### config.mk
export PLATFORM = sky130hd
export DESIGN_NAME = rpsc_card7_fault_sequencer
export DESIGN_NICKNAME = d
export VERILOG_FILES = /design/src/rtl/rpsc_card7_fault_sequencer.sv
export SDC_FILE = /design/constraint.sdc
export NUM_CORES = 1
export LEC_CHECK = 0
export ABC_AREA = 1
export BUFFER_PORTS_ARGS = -buffer_cell sky130_fd_sc_hd__buf_2
export CORE_ASPECT_RATIO = 0.6
export CORE_MARGIN = 2
export CORE_UTILIZATION = 55
export DETAILED_ROUTE_END_ITERATION = 12
export GPL_TIMING_DRIVEN = 0
export MAX_ROUTING_LAYER = met4
export PLACE_DENSITY = 0.79
export SKIP_CTS_REPAIR_TIMING = 1
export SYNTH_ARGS = -nofsm -noshare
export SYNTH_HDL_FRONTEND = slang
export SYNTH_SLANG_ARGS = --single-unit
### constraint.sdc
create_clock -name clk -period 1.7 [get_ports clk]
set_input_delay 0.17 -clock clk [delete_from_list [all_inputs] [get_ports clk]]
set_output_delay 0.17 -clock clk [all_outputs]
set_load 0.05 [all_outputs]
### src/rtl/rpsc_card7_fault_sequencer.sv
// rtl/rpsc_card7_fault_sequencer.sv - card-7 fault latch reset/lamp-test sequencer with first-out capture
// Conditions the RESET and LAMP TEST buttons and sequences the shared latch-reset line.
module rpsc_card7_fault_sequencer #(
   parameter int N_FAULT          = 8,
   parameter int DEBOUNCE_CYCLES  = 50000,
   parameter int LT_MIN_CYCLES    = 500000,
   parameter int CLR_PULSE_CYCLES = 16,
   parameter int SETTLE_CYCLES    = 4
) (
   input  logic                       clk,
   input  logic                       reset,
   input  logic [N_FAULT-1:0]         fault_in,
   input  logic                       pb_reset,
   input  logic                       pb_lamp_test,
   output logic                       ff_reset,
   output logic                       la_test,
   output logic                       trip,
   output logic                       first_valid,
   output logic [$clog2(N_FAULT)-1:0] first_out,
   output logic                       clear_fail,
   output logic                       busy
);

   localparam int FW   = $clog2(N_FAULT);
   localparam int DW   = $clog2(DEBOUNCE_CYCLES) + 1;
   localparam int LW   = $clog2(LT_MIN_CYCLES) + 1;
   localparam int PMAX = (CLR_PULSE_CYCLES > SETTLE_CYCLES) ? CLR_PULSE_CYCLES : SETTLE_CYCLES;
   localparam int PW   = $clog2(PMAX) + 1;

   typedef enum logic [1:0] {S_CLEAR, S_SETTLE, S_ARMED, S_TRIPPED} state_t;

   // Index 0 = RESET button, index 1 = LAMP TEST button
   logic [1:0]    raw;
   logic [1:0]    sync1;
   logic [1:0]    sync2;
   logic [1:0]    deb;
   logic [1:0]    deb_d;
   logic [1:0]    press;
   logic [DW-1:0] dcnt [2];

   assign raw   = {pb_lamp_test, pb_reset};
   assign press = deb & ~deb_d;

   always_ff @(posedge clk or negedge reset) begin
      if (!reset) begin
         sync1   <= '0;
         sync2   <= '0;
         deb     <= '0;
         deb_d   <= '0;
         dcnt[0] <= '0;
         dcnt[1] <= '0;
      end else begin
         sync1 <= raw;
         sync2 <= sync1;
         deb_d <= deb;
         for (int b = 0; b < 2; b++) begin
            if (sync2[b] == deb[b]) begin
               dcnt[b] <= '0;
            end else if (dcnt[b] == DW'(DEBOUNCE_CYCLES - 1)) begin
               deb[b]  <= sync2[b];
               dcnt[b] <= '0;
            end else begin
               dcnt[b] <= dcnt[b] + 1'b1;
            end
         end
      end
   end

   logic [LW-1:0] lt_cnt;
   logic [LW-1:0] lt_cnt_next;

   always_comb begin
      lt_cnt_next = lt_cnt;
      if (press[1]) begin
         lt_cnt_next = LW'(LT_MIN_CYCLES);
      end else if (lt_cnt != '0) begin
         lt_cnt_next = lt_cnt - 1'b1;
      end
   end

   always_ff @(posedge clk or negedge reset) begin
      if (!reset) begin
         lt_cnt  <= '0;
         la_test <= 1'b0;
      end else begin
         lt_cnt  <= lt_cnt_next;
         la_test <= deb[1] | (lt_cnt_next != '0);
      end
   end

   function automatic logic [FW-1:0] lowest_set(input logic [N_FAULT-1:0] v);
      lowest_set = '0;
      for (int i = N_FAULT - 1; i >= 0; i--) begin
         if (v[i]) lowest_set = FW'(i);
      end
   endfunction

   state_t        state;
   state_t        state_next;
   logic [PW-1:0] cnt;
   logic [PW-1:0] cnt_next;
   logic          trip_next;
   logic          fv_next;
   logic [FW-1:0] fo_next;
   logic          cf_next;

   always_comb begin
      state_next = state;
      cnt_next   = cnt;
      trip_next  = trip;
      fv_next    = first_valid;
      fo_next    = first_out;
      cf_next    = clear_fail;
      case (state)
         S_CLEAR: begin
            if (cnt == PW'(CLR_PULSE_CYCLES - 1)) begin
               state_next = S_SETTLE;
               cnt_next   = '0;
            end else begin
               cnt_next = cnt + 1'b1;
            end
         end
         S_SETTLE: begin
            if (cnt == PW'(SETTLE_CYCLES - 1)) begin
               cnt_next = '0;
               if (fault_in == '0) begin
                  state_next = S_ARMED;
                  fv_next    = 1'b0;
                  cf_next    = 1'b0;
                  trip_next  = 1'b0;
               end else begin
                  state_next = S_TRIPPED;
                  cf_next    = 1'b1;
                  trip_next  = 1'b1;
                  fv_next    = 1'b1;
                  fo_next    = lowest_set(fault_in);
               end
            end else begin
               cnt_next = cnt + 1'b1;
            end
         end
         S_ARMED: begin
            // A fault arriving with a reset press wins: the trip must not be lost
            if (fault_in != '0) begin
               state_next = S_TRIPPED;
               trip_next  = 1'b1;
               fv_next    = 1'b1;
               fo_next    = lowest_set(fault_in);
            end else if (press[0]) begin
               state_next = S_CLEAR;
               cnt_next   = '0;
            end
         end
         S_TRIPPED: begin
            if (press[0]) begin
               state_next = S_CLEAR;
               cnt_next   = '0;
            end
         end
         default: begin
            state_next = S_CLEAR;
            cnt_next   = '0;
         end
      endcase
   end

   always_ff @(posedge clk or negedge reset) begin
      if (!reset) begin
         state       <= S_CLEAR;
         cnt         <= '0;
         ff_reset    <= 1'b1;
         trip        <= 1'b1;
         first_valid <= 1'b0;
         first_out   <= '0;
         clear_fail  <= 1'b0;
      end else begin
         state       <= state_next;
         cnt         <= cnt_next;
         ff_reset    <= (state_next == S_CLEAR);
         trip        <= trip_next;
         first_valid <= fv_next;
         first_out   <= fo_next;
         clear_fail  <= cf_next;
      end
   end

   assign busy = (state == S_CLEAR) || (state == S_SETTLE);

endmodule

==> flow_summary_export.csv <==
group,metric,value,unit
power_and_ir_drop,power.total,3.74,mW
route,route.detailed.drc,0,
clock_tree,cts_sinks,77,
clock_tree,cts_root_buf,"clkbuf_16",
floorplanning,initial_core_util,57.7,%
yosys,ys_types,46,
route,ant_nets,0,
power_and_ir_drop,peakVddDrop,0.000535,V
placement,dp_slack,-0.336,ns
yosys,ys_seq_area_share,45.2,%
global_routing,grt-ovfl-total,0,
critical_path,path_class,"reg -> reg",
sta,fin_crit,1.85,ns
yosys,synth_warnings,0,
yosys,synth.avg_cell_area,7.81,um^2
route,drtIter0Drc,352,
yosys,synth-edff-count,0,
finish,layout-drive-gt1-share,26.1,%
yosys,syn_area,4270,um^2
floorplanning,die_w,118,um
yosys,synth_nets,565,
finish,diodes,0,
clock_tree,h-tree-depth,3,
job,maxCapViolCount,0,
worst_hold_path,hold_class,"in -> reg",
sta,slew_headroom,64.5,%
outcome,violations,"setup timing",
floorplanning,dieArea,8500,um^2
outcome,status,"finished with violations",
placement,placed_cells,671,
finish,finalNonFillerCells,710,
critical_path,worstPathArrival,2.08,ns
route,wire_per_inst,14.1,um
placement,gp_congestion,0.978,
power_and_ir_drop,power.internal,2.88,mW
yosys,ys_seq_elements,77,
sta,rsz0062_at_grt,"yes",
critical_path,startpoint_type,"register",
route,vias,3831,
clock_tree,cts_buffers,9,
yosys,async_reset_ff_share,100,%
critical_path,path_cells,"nor2_4, nand2_4, nor2_8, nand3_4, buf_6, nand3_2, nand2_1, nor2_2, nand3_1, nor2_2, nand2_1",
power_and_ir_drop,pwr-share-seq,49.8,%
global_routing,grt_usage,23.2,%
finish,fillCellCount,542,
power_and_ir_drop,switching_power,0.855,mW
clock_tree,clk_latency,0.34,ns
global_routing,grt_max_degree,58,
sta,fin_tns_setup,-0.394,ns
clock_tree,cts_tree,"done",
floorplanning,num_io_pins,21,
route,wl,10000,um
finish,nets,620,
finish,area_delta_synth_final,23.0,%
critical_path,critPathSlowestCell,"dfrtp_2",
sta,skew,0.00862,ns
floorplanning,num_rows,24,
sta,finalSetupViolCount,4,
critical_path,endpoint_kind,"register",
critical_path,path_max_fanout,10,
global_routing,grt_pass1_wl,15100,um
sta,hold_viol,0,
route,vias_per_cell,5.40,
clock_tree,clk_path_buf_depth,2,
finish,multiInputGateArea,2210,um^2
finish,regArea,1930,um^2
route,firstDrtPassIters,5,
power_and_ir_drop,p_clk_share,46.7,%
power_and_ir_drop,p_sw_share,22.9,%
global_routing,grt_pass1_vias,3273,
placement,hpwl,6480,um
floorplanning,die_height,72.2,um
power_and_ir_drop,leakagePower,2.70,nW
critical_path,max_stage_delay,0.44,ns
floorplanning,core_area,7390,um^2
power_and_ir_drop,comb_power_share,3.5,%
placement,port_buffers,20,
critical_path,cp_data_required_time,1.92,ns
yosys,synthFlopType,"dfrtp_1",
power_and_ir_drop,powerDensity,712,nW/um^2
sta,worst_pin_slew,0.533,ns
critical_path,ff2ff_setup_slack,-0.15,ns
sta,period_share,109,%
sta,max_freq,0.540,GHz
sta,drv_slew,0,
yosys,syn_inst,546,
sta,fin_ws,-0.152,ns
clock_tree,clk_pin_slew,0.06,ns
finish,utilization,71.0,%
global_routing,antenna_found_initial,0,
==> cell families (layout without fill, tap and decap cells) <==
| group | Yosys count | after routing | synth area share (%) |
|---|---|---|---|
| compound gates | 39 | 39 | 5.28 |
| xor+xnor | 16 | 16 | 3.29 |
| fa+ha+maj | 7 | 7 | 2.05 |
| buf+inv | 94 | 154 | 8.51 |
| flops | 77 | 77 | 45.2 |
| mux | 1 | 1 | 0.264 |
| simple gates | 312 | 312 | 35.4 |
==> final timing paths <==
| check | endpoint | cells after the start | startpoint |
|---|---|---|---|
| worst min-delay path | first_out[0] | 4 | fault_in[0] |
| worst min register to register | sync2[0] | 0 | sync1[0] |
| worst max register to register | la_test | 11 | lt_cnt[8] |
| max in group asynchronous | trip | 3 | reset |
| worst max-delay path | la_test | 11 | lt_cnt[8] |
| min in group asynchronous | dcnt[23] | 2 | reset |
==> cells in the mapped netlist, types with 3 or more instances <==
cell type | number | share of area, %
nand2_2 | 5 | 0.73
nor4_1 | 7 | 1.0
nor3b_1 | 7 | 1.2
inv_2 | 20 | 1.8
ha_1 | 7 | 2.1
o21ai_0 | 11 | 1.3
clkinv_1 | 3 | 0.26
nor2_1 | 79 | 7.0
xor2_1 | 14 | 2.9
dfrtp_1 | 75 | 44
nand2_1 | 110 | 9.7
inv_1 | 66 | 5.8
a21oi_1 | 11 | 1.3
nand4_1 | 7 | 1.0
or2_1 | 3 | 0.44
nand3_2 | 5 | 1.2
o21ai_1 | 6 | 0.70
nor3_1 | 15 | 1.8
nor2_4 | 4 | 1.1
nor3_2 | 4 | 0.94
nand3_1 | 47 | 5.5
nor2_2 | 9 | 1.3
==> stage by stage <==
stage                     cell area, um^2  hold slack, ns
after floorplan                      4270          -0.126
after CTS                            4790          -0.282
after global placement               4500           0.279
after global routing                 5250           0.151
final                                5250           0.111
after detailed placement             4530          0.0766
==> layer usage <==
layer | GRT usage (%) | up-vias | part of all wire, %
li1 | - | 1858 | -
met5 | - | - | 0
met2 | 33.6 | 149 | 46
met4 | 7.76 | 0 | 1.4
met1 | 32.4 | 1803 | 45
met3 | 5.35 | 21 | 7.0
==> registers in the layout, indices dropped and copies added (netlist names) <==
signal and flops:
first_out 3, trip 1, state 2, deb_d 2, la_test 1, sync1 2, first_valid 1, clear_fail 1
sync2 2, deb 2, cnt 5, lt_cnt 20, ff_reset 1, dcnt 34
==> critical path, delay by kind of cell, from the launching register on <==
kind,cells,cell delay (ns)
AND/OR/NAND/NOR,10,1.13
buffers and inverters,1,0.17
flip-flops,1,0.44
==> layout by cell type, fill, tap and decap left out, types with 3 or more instances in the layout <==
| cell type | instances |
|---|---|
| nand2_1 | 108 |
| dfrtp_1 | 71 |
| inv_1 | 63 |
| nor2_1 | 62 |
| nand3_1 | 43 |
| inv_2 | 22 |
| nor2_2 | 19 |
| buf_2 | 19 |
| buf_4 | 17 |
| xor2_1 | 13 |
| nor3_1 | 11 |
| nor2_4 | 11 |
| o21ai_0 | 11 |
| a21oi_1 | 9 |
| clkbuf_16 | 9 |
| nand4_1 | 7 |
| nor4_1 | 7 |
| buf_6 | 6 |
| nor3_2 | 6 |
| nor3b_1 | 6 |
| nand3_2 | 6 |
| o21ai_1 | 5 |
| nand2_2 | 4 |
| nand2_4 | 4 |
| nand3_4 | 4 |
| dfrtp_2 | 4 |
| clkinv_1 | 3 |
| clkbuf_1 | 3 |
| ha_1 | 3 |
| clkinv_2 | 3 |
| dlygate4sd3_1 | 3 |
==> cell type report <==
class	count	share of cell area (%)
well taps	104	2.48
flip-flops and latches	77	36.9
multi-input cells	375	42.2
repair buffers	44	6.20
clock inverters	6	0.763
clock buffers	10	4.36
inverters	89	6.41
plain buffers	5	0.715
==> power groups by stage <==
stage | Sequential (mW) | Combinational, mW | Clock (mW)
2_1_floorplan | 1.89 | 0.0432 | 0
3_3_place_gp | 1.89 | 0.100 | 0
3_5_place_dp | 1.89 | 0.112 | 0
4_1_cts | 1.86 | 0.112 | 1.76
5_1_grt | 1.86 | 0.152 | 1.84
6_report | 1.86 | 0.129 | 1.75
(Power assumes the default switching activity.)
